`src/rtl/lsu_pkg.sv`:
```
// Shared types and funct3 encodings for the load/store unit.
package lsu_pkg;

  typedef enum logic [1:0] {
    IDLE = 2'd0,
    WAIT = 2'd1,
    DONE = 2'd2
  } lsu_state_t;

  localparam logic [2:0] LSU_B  = 3'b000;
  localparam logic [2:0] LSU_H  = 3'b001;
  localparam logic [2:0] LSU_W  = 3'b010;
  localparam logic [2:0] LSU_BU = 3'b100;
  localparam logic [2:0] LSU_HU = 3'b101;

endpackage

```
`src/rtl/lsu_data_align.sv`:
```
// Combinational lane steering: byte enables, store replication, load extension
// and legality/alignment decode for one RV32I memory access.
module lsu_data_align
  import lsu_pkg::*;
(
  input  logic        i_write,
  input  logic [2:0]  i_funct3,
  input  logic [1:0]  i_addr_lo,
  input  logic [31:0] i_wdata,
  input  logic [31:0] i_rdata,
  output logic [3:0]  o_be,
  output logic [31:0] o_wdata,
  output logic [31:0] o_rdata,
  output logic        o_misaligned,
  output logic        o_illegal
);

  logic [31:0] w_lane;

  assign w_lane = i_rdata >> {i_addr_lo, 3'b000};

  always_comb begin
    o_be         = '0;
    o_wdata      = '0;
    o_rdata      = '0;
    o_misaligned = 1'b0;
    o_illegal    = 1'b0;
    case (i_funct3)
      LSU_B: begin
        o_be    = i_write ? (4'b0001 << i_addr_lo) : 4'b1111;
        o_wdata = {4{i_wdata[7:0]}};
        o_rdata = {{24{w_lane[7]}}, w_lane[7:0]};
      end
      LSU_H: begin
        o_misaligned = i_addr_lo[0];
        o_be         = i_write ? (4'b0011 << i_addr_lo) : 4'b1111;
        o_wdata      = {2{i_wdata[15:0]}};
        o_rdata      = {{16{w_lane[15]}}, w_lane[15:0]};
      end
      LSU_W: begin
        o_misaligned = |i_addr_lo;
        o_be         = 4'b1111;
        o_wdata      = i_wdata;
        o_rdata      = w_lane;
      end
      LSU_BU: begin
        // Unsigned variants exist only for loads.
        o_illegal = i_write;
        o_be      = 4'b1111;
        o_rdata   = {24'd0, w_lane[7:0]};
      end
      LSU_HU: begin
        o_illegal    = i_write;
        o_misaligned = i_addr_lo[0];
        o_be         = 4'b1111;
        o_rdata      = {16'd0, w_lane[15:0]};
      end
      default: o_illegal = 1'b1;
    endcase
  end

endmodule

```
`src/rtl/load_store_unit.sv`:
```
// RV32I load/store unit: one request/acknowledge data-memory transaction per
// core request, with registered bus outputs, timeout and fault reporting.
module load_store_unit
  import lsu_pkg::*;
#(
  parameter int unsigned DWIDTH  = 32,
  parameter int unsigned AWIDTH  = 32,
  parameter int unsigned TIMEOUT = 255
) (
  input  logic              Clk,
  input  logic              Rst_N,
  input  logic              LSU_Req,
  input  logic              LSU_Write,
  input  logic [2:0]        LSU_Funct3,
  input  logic [AWIDTH-1:0] LSU_Addr,
  input  logic [DWIDTH-1:0] LSU_Wdata,
  output logic [DWIDTH-1:0] LSU_Rdata,
  output logic              LSU_Done,
  output logic              LSU_Fault,
  output logic              LSU_Busy,
  output logic              Mem_Req,
  output logic              Mem_We,
  output logic [AWIDTH-1:0] Mem_Addr,
  output logic [DWIDTH-1:0] Mem_Wdata,
  output logic [3:0]        Mem_Be,
  input  logic              Mem_Ack,
  input  logic [DWIDTH-1:0] Mem_Rdata
);

  localparam int unsigned    CW       = (TIMEOUT > 1) ? $clog2(TIMEOUT) : 1;
  localparam logic [CW-1:0]  CNT_LAST = CW'(TIMEOUT - 1);

  lsu_state_t        r_state, w_next;
  logic [CW-1:0]     r_cnt;
  logic [2:0]        r_funct3;
  logic [1:0]        r_addr_lo;
  logic              r_write;
  logic              r_mem_req, r_mem_we;
  logic [AWIDTH-1:0] r_mem_addr;
  logic [DWIDTH-1:0] r_mem_wdata;
  logic [3:0]        r_mem_be;
  logic [DWIDTH-1:0] r_rdata;
  logic              r_fault;

  logic        w_idle, w_write, w_bad, w_tout;
  logic [2:0]  w_funct3;
  logic [1:0]  w_addr_lo;
  logic [3:0]  w_be;
  logic [31:0] w_wdata, w_rdata;
  logic        w_misaligned, w_illegal;

  // Decode live inputs while idle; the registered copy drives load extension in WAIT.
  assign w_idle    = (r_state == IDLE);
  assign w_funct3  = w_idle ? LSU_Funct3 : r_funct3;
  assign w_addr_lo = w_idle ? LSU_Addr[1:0] : r_addr_lo;
  assign w_write   = w_idle ? LSU_Write : r_write;
  assign w_bad     = w_misaligned | w_illegal;
  assign w_tout    = !Mem_Ack && (r_cnt == CNT_LAST);

  lsu_data_align u_align (
    .i_write      (w_write),
    .i_funct3     (w_funct3),
    .i_addr_lo    (w_addr_lo),
    .i_wdata      (LSU_Wdata),
    .i_rdata      (Mem_Rdata),
    .o_be         (w_be),
    .o_wdata      (w_wdata),
    .o_rdata      (w_rdata),
    .o_misaligned (w_misaligned),
    .o_illegal    (w_illegal)
  );

  always_ff @(posedge Clk or negedge Rst_N) begin
    if (!Rst_N) r_state <= IDLE;
    else        r_state <= w_next;
  end

  always_comb begin
    w_next = r_state;
    case (r_state)
      IDLE:    if (LSU_Req) w_next = w_bad ? DONE : WAIT;
      WAIT:    if (Mem_Ack || w_tout) w_next = DONE;
      DONE:    w_next = IDLE;
      default: w_next = IDLE;
    endcase
  end

  always_comb begin
    LSU_Done = (r_state == DONE);
    LSU_Busy = (r_state != IDLE);
  end

  always_ff @(posedge Clk or negedge Rst_N) begin
    if (!Rst_N) begin
      r_cnt       <= '0;
      r_funct3    <= '0;
      r_addr_lo   <= '0;
      r_write     <= 1'b0;
      r_mem_req   <= 1'b0;
      r_mem_we    <= 1'b0;
      r_mem_addr  <= '0;
      r_mem_wdata <= '0;
      r_mem_be    <= '0;
      r_rdata     <= '0;
      r_fault     <= 1'b0;
    end else begin
      case (r_state)
        IDLE: begin
          r_cnt <= '0;
          if (LSU_Req) begin
            if (w_bad) begin
              r_fault <= 1'b1;
              r_rdata <= '0;
            end else begin
              r_funct3    <= LSU_Funct3;
              r_addr_lo   <= LSU_Addr[1:0];
              r_write     <= LSU_Write;
              r_mem_req   <= 1'b1;
              r_mem_we    <= LSU_Write;
              r_mem_addr  <= {LSU_Addr[AWIDTH-1:2], 2'b00};
              r_mem_wdata <= LSU_Write ? w_wdata : '0;
              r_mem_be    <= w_be;
            end
          end
        end
        WAIT: begin
          if (Mem_Ack || w_tout) begin
            r_mem_req   <= 1'b0;
            r_mem_we    <= 1'b0;
            r_mem_addr  <= '0;
            r_mem_wdata <= '0;
            r_mem_be    <= '0;
            r_rdata     <= (Mem_Ack && !r_write) ? w_rdata : '0;
            r_fault     <= !Mem_Ack;
          end else begin
            r_cnt <= r_cnt + 1'b1;
          end
        end
        DONE: begin
          r_fault <= 1'b0;
          r_rdata <= '0;
        end
        default: ;
      endcase
    end
  end

  assign LSU_Rdata = r_rdata;
  assign LSU_Fault = r_fault;
  assign Mem_Req   = r_mem_req;
  assign Mem_We    = r_mem_we;
  assign Mem_Addr  = r_mem_addr;
  assign Mem_Wdata = r_mem_wdata;
  assign Mem_Be    = r_mem_be;

endmodule
```
`config.mk`:
```
export PLATFORM = sky130hd
export DESIGN_NAME = load_store_unit
export DESIGN_NICKNAME = d
export VERILOG_FILES = /design/src/rtl/lsu_pkg.sv /design/src/rtl/lsu_data_align.sv /design/src/rtl/load_store_unit.sv
export SDC_FILE = /design/constraint.sdc
export NUM_CORES = 1
export LEC_CHECK = 0
export BUFFER_PORTS_ARGS = -buffer_cell sky130_fd_sc_hd__buf_2
export CAP_MARGIN = 25
export CELL_PAD_IN_SITES_DETAIL_PLACEMENT = 2
export CELL_PAD_IN_SITES_GLOBAL_PLACEMENT = 2
export CORE_UTILIZATION = 32
export DETAILED_ROUTE_END_ITERATION = 10
export MAX_ROUTING_LAYER = met4
export PLACE_DENSITY = 0.8
export REMOVE_ABC_BUFFERS = 1
export SLEW_MARGIN = 20
export SYNTH_ARGS = -nofsm -noshare
export SYNTH_HDL_FRONTEND = slang
export SYNTH_SLANG_ARGS = --single-unit
```
`constraint.sdc`:
```
create_clock -name Clk -period 4.14 [get_ports Clk]
set_input_delay 1.242 -clock Clk [delete_from_list [all_inputs] [get_ports Clk]]
set_output_delay 1.242 -clock Clk [all_outputs]
set_load 0.1 [all_outputs]
```
==> results.md, run 1 <==
* Status: finished clean
* Post-CTS Hold Buffers at 0
* GPL Wtd Cong at 0.7802
* CP Data Arrival Time at 2380 ps
* Vias at 4881
* Final WL at 19260 µm
* Placed instance area at 0.006674 mm²
* Clk buf depth at 2
* Die Y at 131.7 µm
* Multi-input logic area at 0.002285 mm²
* Crit path kind: register to primary output
* Worst setup EP type: primary output
* Die ar. at 0.01733 mm²
* Reg2reg start: r_state[1]
* Fmax at 276.4 MHz
* GR Util All Layers at 0.2385
* CP required at 2900 ps
* Clk_skew at 11.94 ps
* Clock transition at path regs at 60 ps
* Critical-path maximum fanout at 17
* Post-route worst setup slack at 522.5 ps
* Vias in the first global route at 5493
* First-pass GRT wire length at 31140 µm
* Syn Area/Cell at 11.59 µm²
* Worst Tran Pin Value at 852.1 ps
* Die W at 131.7 µm
* Slew headroom at 0.4298
* Hold_sp: Mem_Wdata[21]
* Final setup viols at 0
* Reg area at 0.002928 mm²
* Area of the core at 0.01652 mm²
* Hpwl dp at 13420 µm
* Sink Count at 117
* Max-cap violations at 0
* Layout cells sized above 1 at 0.4012
* Clock latency on the worst-skew pair at 420 ps
* CTS Buf Count at 17
* Post-Place Setup Slack at 457.6 ps
* TritonRoute pass-1 iters at 4
* Number of remaining DRC errors at 0
* N_diodes at 0
* Synthesized flop and latch total at 117
* Post-synth top cells: dfrtp_1, nand2_1, a22o_1, o2bb2ai_1
* Post-Syn Area at 0.005379 mm²
* Final hold vios at 0
* DRT antenna net count at 0
* Final worst path period need at 3617 ps
* Post-CTS setup buffers at 0
* Port Buf Inserts at 206
* CTS H-tree depth at 4
* PostCTS Resize Cnt at 0
* CTS tree: done
* Yosys top cell by area: dfrtp_1
* Initial core utilization at 0.3255
* Wire per inst at 21.33 µm
* I/O pin count at 209
* Period utilization at 0.8738
* Fill cells at 1775
* Post-synth cell types at 53
* Largest net degree at the start of global routing at 69
* Most frequent cell after synthesis: dfrtp_1
* Final net count at 776
* Initial antenna violation count at 0
* Hold crit path type: register to register
* Initial DRC count at 247
* Vias per cell at 5.405
* Crit path from: r_state[1]
* RSZ-0062 raised after global routing: no
* Setup TNS at 0 ps
* Root Buffer: clkbuf_16
* Number of synthesized flops with an enable pin at 0
* P&R area growth vs syn at 34.50%
* Top cells by area, synth: dfrtp_1, a22o_1, o2bb2ai_1
* Post-synth ARST share at 1.000
* Fin. max-slew vios at 0
* Worst setup SP type: register
* Syn. warnings at 0
* Top-area cell type share of the netlist area at 0.5443
* Seq/Total Area, Yosys at 0.5443
* Grt total ovfl at 0
* Core Util, Final at 0.4378
* Rows at 47
* Most common flop cell mapped by yosys: dfrtp_1
* Design area at 0.007234 mm²
* Synth Instances at 464
-- cells by family (layout without fill, tap and decap cells) --
family / count (synthesis) / in the layout / synth area share
AOI/OAI and AO/OA: 158 / 158 / 0.2452
DFF: 117 / 117 / 0.5443
and+or+nand+nor: 112 / 112 / 0.1000
buffers and inverters: 39 / 257 / 0.03512
muxes: 30 / 30 / 0.06187
xor gates and xnor gates: 5 / 5 / 0.008143
adders and majority gates: 2 / 2 / 0.004652
other: 1 / 2 / 0.0006972
-- final timing paths --
check	slack, ps	endpoint	cells past startpoint
worst min register to register	490	Mem_Wdata[21]	1
worst max register to register	680	LSU_Rdata[19]	9
worst max-delay path	520	LSU_Busy	3
worst min-delay path	490	Mem_Wdata[21]	1
min in group asynchronous	870	r_cnt[3]	1
max in group asynchronous	2450	Mem_Wdata[9]	2
-- layer usage --
metal / part of all wire / wire [µm] / vias up / global-route usage
li1: - / - / 2203 / -
met1: 0.43 / 8353 / 2516 / 0.2933
met2: 0.52 / 9968 / 148 / 0.3942
met3: 0.040 / 762 / 14 / 0.04900
met4: 0.0093 / 180 / 0 / 0.07171
met5: 0 / 0 / - / -
-- flip-flops by register name (all words and copies together) (netlist names) --
register	count
LSU_Rdata	32
Mem_Wdata	32
Mem_Addr	30
r_cnt	8
Mem_Be	4
r_funct3	3
r_addr_lo	2
r_state	2
LSU_Fault	1
Mem_Req	1
Mem_We	1
r_write	1
-- critical path, stage by stage (launching register included) --
cell     delay, ps
dfrtp_1        580
nor2_1         750
inv_1          270
buf_2          370
-- metrics by stage --
step | std cells | hold WS [ps]
floorplan | 430 | 470.6
global placement | 871 | 457.5
detailed placement | 871 | 468.1
CTS | 903 | 490.1
global route | 903 | 500.9
finish | 903 | 486.0
-- layout by cell type (no fill, tap or decap), types with 4 or more instances in the layout --
master / n
a21oi_1: 6
dfrtp_1: 117
buf_2: 205
a22oi_1: 18
o2bb2ai_1: 31
clkinv_4: 5
o31ai_1: 5
a221o_1: 8
a22o_1: 45
mux2i_1: 17
clkbuf_16: 17
nor2b_1: 5
nand2_1: 49
nor2_1: 15
mux2_2: 7
a222oi_1: 7
buf_4: 14
nand3_1: 18
a211o_1: 9
o21ai_0: 8
clkinvlp_4: 4
a32o_1: 7
inv_1: 4
a21o_1: 6
-- final cells by class --
| cell class | count | area share |
|---|---|---|
| Clock buffer | 18 | 0.05932 |
| Multi-Input combinational cell | 309 | 0.3158 |
| Timing Repair Buffer | 221 | 0.1619 |
| Tap cell | 220 | 0.03805 |
| Inverter | 4 | 0.002075 |
| Sequential cell | 117 | 0.4047 |
| Clock inverter | 14 | 0.01816 |
Power of run 1 is left out: the tool's default activity adds up to more than one toggle a clock period on the data nets, which glitch-free logic cannot reach.
==> run 2: changes to the inputs <==
- clock period: 4.14 -> 4.19 ns (I/O delays scaled with it)
==> results.md, run 2 (synthesis results as in run 1) <==
* Final hold vios at 0 (unchanged)
* Core Util, Final at 0.4416 (+0.003786)
* CP Buf/Inv Count at 3 (+1)
* Final worst path period need at 3357 ps
* I/O pin count at 209 (unchanged)
* R2R depth at 8 (-1)
* CTS Buf Count at 17 (unchanged)
* Fmax at 297.9 MHz
* N_diodes at 0 (unchanged)
* Area of the core at 0.01652 mm² (unchanged)
* Post-CTS Hold Buffers at 0 (unchanged)
* Initial core utilization at 0.3255 (unchanged)
* DRT antenna net count at 0 (unchanged)
* PostCTS Resize Cnt at 0 (unchanged)
* Fill cells at 1723 (-2.9%)
* TritonRoute pass-1 iters at 5 (+1)
* Commonest non-fill, non-tap cell in the layout: buf_2
* Hold crit path type: register to register
* Die ar. at 0.01733 mm² (unchanged)
* Clock latency on the worst-skew pair at 410 ps (about the same)
* Worst setup SP type: register
* Placed instance area at 0.006666 mm² (-0.11%)
* Hpwl dp at 13380 µm (-0.24%)
* Clk_skew at 4.357 ps (-7.586 ps)
* Vias in the first global route at 5572 (+1.4%)
* Crit path kind: register to primary output
* Status: finished clean
* Worst Tran Pin Value at 866.0 ps (+13.92 ps)
* Slew headroom at 0.4185 (-0.01133)
* Crit-path cells: nor2_1 -> buf_4 -> inv_1 -> buf_2
* Commonest cells after routing, fill and taps aside: buf_2, dfrtp_1, nand2_1
* Setup TNS at 0 ps (unchanged)
* P&R area growth vs syn at 35.66%
* CP Data Arrival Time at 2100 ps (-280 ps)
* Worst setup EP type: primary output
* CP required at 2930 ps (+30 ps)
* Clock transition at path regs at 50 ps (about the same)
* Final setup viols at 0 (unchanged)
* Crit path largest cell delay at 680 ps (-70 ps)
* Post-CTS setup buffers at 0 (unchanged)
* Sink Count at 117 (unchanged)
* GR Util All Layers at 0.2433 (+0.004738)
* Final WL at 19810 µm (+2.8%)
* Fin. max-slew vios at 0 (unchanged)
* Final std cells w/o fill at 901 (-0.22%)
* Placed Cells at 870 (-0.11%)
* Layout cells sized above 1 at 0.3950 (-0.006164)
* Critical path depth at 4 (+1)
* Root Buffer: clkbuf_16
* Port Buf Inserts at 206 (unchanged)
* CTS H-tree depth at 4 (unchanged)
* Wire per inst at 21.99 µm (+3.1%)
* Largest delay contributor family on the critical path: buffers and inverters
* GPL Wtd Cong at 0.7692 (-1.4%)
* Die Y at 131.7 µm (unchanged)
* Worst path slowest cell: dfrtp_1
* Grt total ovfl at 0 (unchanged)
* Clk buf depth at 2 (unchanged)
* Max-cap violations at 0 (unchanged)
* CTS tree: done
* Final net count at 775 (-0.13%)
* Period utilization at 0.8013
* First-pass GRT wire length at 31350 µm (+0.66%)
* Critical-path maximum fanout at 20 (+3)
* Initial DRC count at 178 (-28%)
* Number of remaining DRC errors at 0 (unchanged)
* Rows at 47 (unchanged)
* Hold Crit Depth at 1 (unchanged)
* Design area at 0.007297 mm² (+0.86%)
* RSZ-0062 raised after global routing: no
* Vias per cell at 5.401 (about the same)
* Initial antenna violation count at 0 (unchanged)
* Largest net degree at the start of global routing at 69 (unchanged)
* Vias at 4866 (-0.31%)
* Die W at 131.7 µm (unchanged)
-- run 2: cell count changes in the layout (fill, tap and decap cells not counted) --
cell,previous run,this run
bufinv_16,1,5
clkinv_4,5,1
clkbuf_1,1,4
clkinvlp_4,4,1
inv_6,2,0
buf_4,14,13
clkbuf_8,0,1
-- run 2: worst paths after layout --
kind	startpoint	to	slack [ps]
setup / recovery	r_state[1]	LSU_Busy	830
hold / removal	Mem_Wdata[16]	Mem_Wdata[16]	480
setup reg to reg	r_state[1]	Mem_Addr[15]	1150
hold reg to reg	Mem_Wdata[16]	Mem_Wdata[16]	480
max in group asynchronous	Rst_N	Mem_Wdata[5]	2470
min in group asynchronous	Rst_N	r_cnt[5]	890
-- run 2: layout make-up --
class | instances | area [µm²] | area share
multi-input combinational | 309 | 2285 | 0.3131
tap | 220 | 275.3 | 0.03772
inverter | 4 | 15.01 | 0.002058
timing repair buffer | 220 | 1164 | 0.1595
sequential | 117 | 2928 | 0.4012
clock buffer | 22 | 454.2 | 0.06224
clock inverter | 9 | 176.4 | 0.02418
-- run 2: metrics by stage --
stage	setup slack, ps	hold WS [ps]
after CTS	795.4	488.0
after floorplan	137.0	470.6
after global placement	536.4	457.1
after detailed placement	436.7	469.7
final	832.6	481.7
after global routing	686.8	494.0
-- run 2: layer usage --
layer  share of wire  wire length, µm  vias up  track usage
li1                -                -     2188            -
met1            0.41             8156     2502       0.2798
met2            0.52            10220      158       0.4118
met3           0.058             1149       18      0.06404
met4           0.014              283        0      0.07817
met5               0                0        -            -
Power of run 2 is left out for the same reason.
==> run 3: changes to the inputs <==
- CORE_UTILIZATION: 32 -> 30
- PLACE_DENSITY: 0.8 -> 0.76
- clock period: 4.19 -> 3.1 ns (I/O delays scaled with it)
==> results.md, run 3 (synthesis results as in run 1) <==
* Hold crit path type: register to register
* Top layer in use: met4
* Status: finished clean
* Rows at 48 (+2.1%)
* Final setup viols at 0 (unchanged)
* Port Buf Inserts at 206 (unchanged)
* Final std cells w/o fill at 922 (+2.3%)
* Wire per inst at 21.24 µm (-3.4%)
* Reg2reg start: r_state[1]
* N_diodes at 0 (unchanged)
* Worst Tran Pin Value at 890.7 ps (+24.61 ps)
* Setup TNS at 0 ps (unchanged)
* Commonest cells after routing, fill and taps aside: buf_2, dfrtp_1, nand2_1
* Fmax at 344.1 MHz
* GPL Wtd Cong at 0.7959 (+3.5%)
* CTS H-tree depth at 4 (unchanged)
* Layout cells sized above 1 at 0.4146 (+0.01963)
* Sink Count at 117 (unchanged)
* Root Buffer: clkbuf_16
* CTS Buf Count at 17 (unchanged)
* WL met2 at 9853 µm (-3.6%)
* Clk buf depth at 2 (unchanged)
* Final net count at 790 (+1.9%)
* Initial antenna violation count at 0 (unchanged)
* Die Y at 135.9 µm (+3.2%)
* Commonest non-fill, non-tap cell in the layout: buf_2
* Multi-input logic area at 0.002290 mm² (+0.22%)
* Clk_skew at 11.26 ps (+6.901 ps)
* Worst setup SP type: register
* Max-cap violations at 0 (unchanged)
* Reg area at 0.002928 mm² (unchanged)
* Critical-path maximum fanout at 9 (-55%)
* Final worst path period need at 2906 ps
* Fill cells at 1883 (+9.3%)
* Largest net degree at the start of global routing at 43 (-38%)
* First-pass GRT wire length at 30840 µm (-1.6%)
* Hpwl dp at 14010 µm (+4.7%)
* CP Data Arrival Time at 1980 ps (-120 ps)
* Worst setup EP type: primary output
* DRT antenna net count at 0 (unchanged)
* Vias in the first global route at 5579 (+0.13%)
* Die W at 135.9 µm (+3.2%)
* P&R area growth vs syn at 38.17%
* Number of remaining DRC errors at 0 (unchanged)
* Final hold vios at 0 (unchanged)
* Die ar. at 0.01847 mm² (+6.6%)
* Vias per cell at 5.317 (-1.6%)
* Clock latency on the worst-skew pair at 420 ps (about the same)
* Crit path from: r_state[1]
* Grt total ovfl at 0 (unchanged)
* Final WL at 19590 µm (-1.1%)
* Post-CTS setup buffers at 0 (unchanged)
* Placed Cells at 890 (+2.3%)
* Period utilization at 0.9373
* GR Util All Layers at 0.2265 (-0.01674)
* Initial DRC count at 236 (+33%)
* Hold_sp: Mem_Req
* RSZ-0062 raised after global routing: no
* Crit path kind: register to primary output
* Area of the core at 0.01742 mm² (+5.4%)
* Slew headroom at 0.4020 (-0.01652)
* CP required at 2170 ps (-760 ps)
* Initial core utilization at 0.3088 (-0.01667)
* Clock transition at path regs at 60 ps (about the same)
* Fin. max-slew vios at 0 (unchanged)
* WL met3 at 1028 µm (-11%)
* CTS tree: done
* I/O pin count at 209 (unchanged)
* Metal-1 WL at 8432 µm (+3.4%)
* TritonRoute pass-1 iters at 4 (-1)
* Vias at 4902 (+0.74%)
* Post-CTS Hold Buffers at 0 (unchanged)
==> run 3: worst paths after layout <==
path,slack [ps],cells past startpoint,end
max,190,3,LSU_Done
min,480,1,Mem_Req
max reg2reg,360,8,LSU_Rdata[28]
min reg2reg,480,1,Mem_Req
max in group asynchronous,1770,2,Mem_Wdata[7]
min in group asynchronous,510,1,r_state[0]
==> run 3: per-layer routing <==
| metal | global-route usage | vias to the layer above |
|---|---|---|
| li1 | - | 2217 |
| met1 | 0.2710 | 2498 |
| met2 | 0.3801 | 167 |
| met3 | 0.04437 | 20 |
| met4 | 0.07778 | 0 |
| met5 | - | - |
==> run 3: metrics by stage <==
step | utilization | hold slack (ps) | area [µm²] | worst slack (ps)
floorplan | - | 470.6 | 5209 | -790.5
global placement | 0.3910 | 457.3 | 6810 | 31.98
detailed placement | 0.3910 | 464.8 | 6810 | -138.7
CTS | 0.4264 | 486.4 | 7427 | 160.4
global route | 0.4267 | 501.7 | 7432 | 98.85
finish | 0.4267 | 481.4 | 7432 | 194.3
==> run 3: timing repair <==
item	4_1_cts	5_1_grt
endpoints found under the setup margin	0	1
endpoints found under the hold margin	0	0
resized for setup	0	1
==> run 3: critical path, stage by stage, from the launching register on <==
cell	delay [ps]
dfrtp_1	530
buf_4	230
nor2b_1	300
buf_2	500
==> run 3: layout make-up <==
class,instances,share of cell area
inverter,4,0.002020
clock buffer,18,0.05909
timing repair buffer,235,0.1751
multi-input combinational,309,0.3081
sequential,117,0.3939
clock inverter,14,0.02391
tap,225,0.03788
Power of run 3 is left out for the same reason.
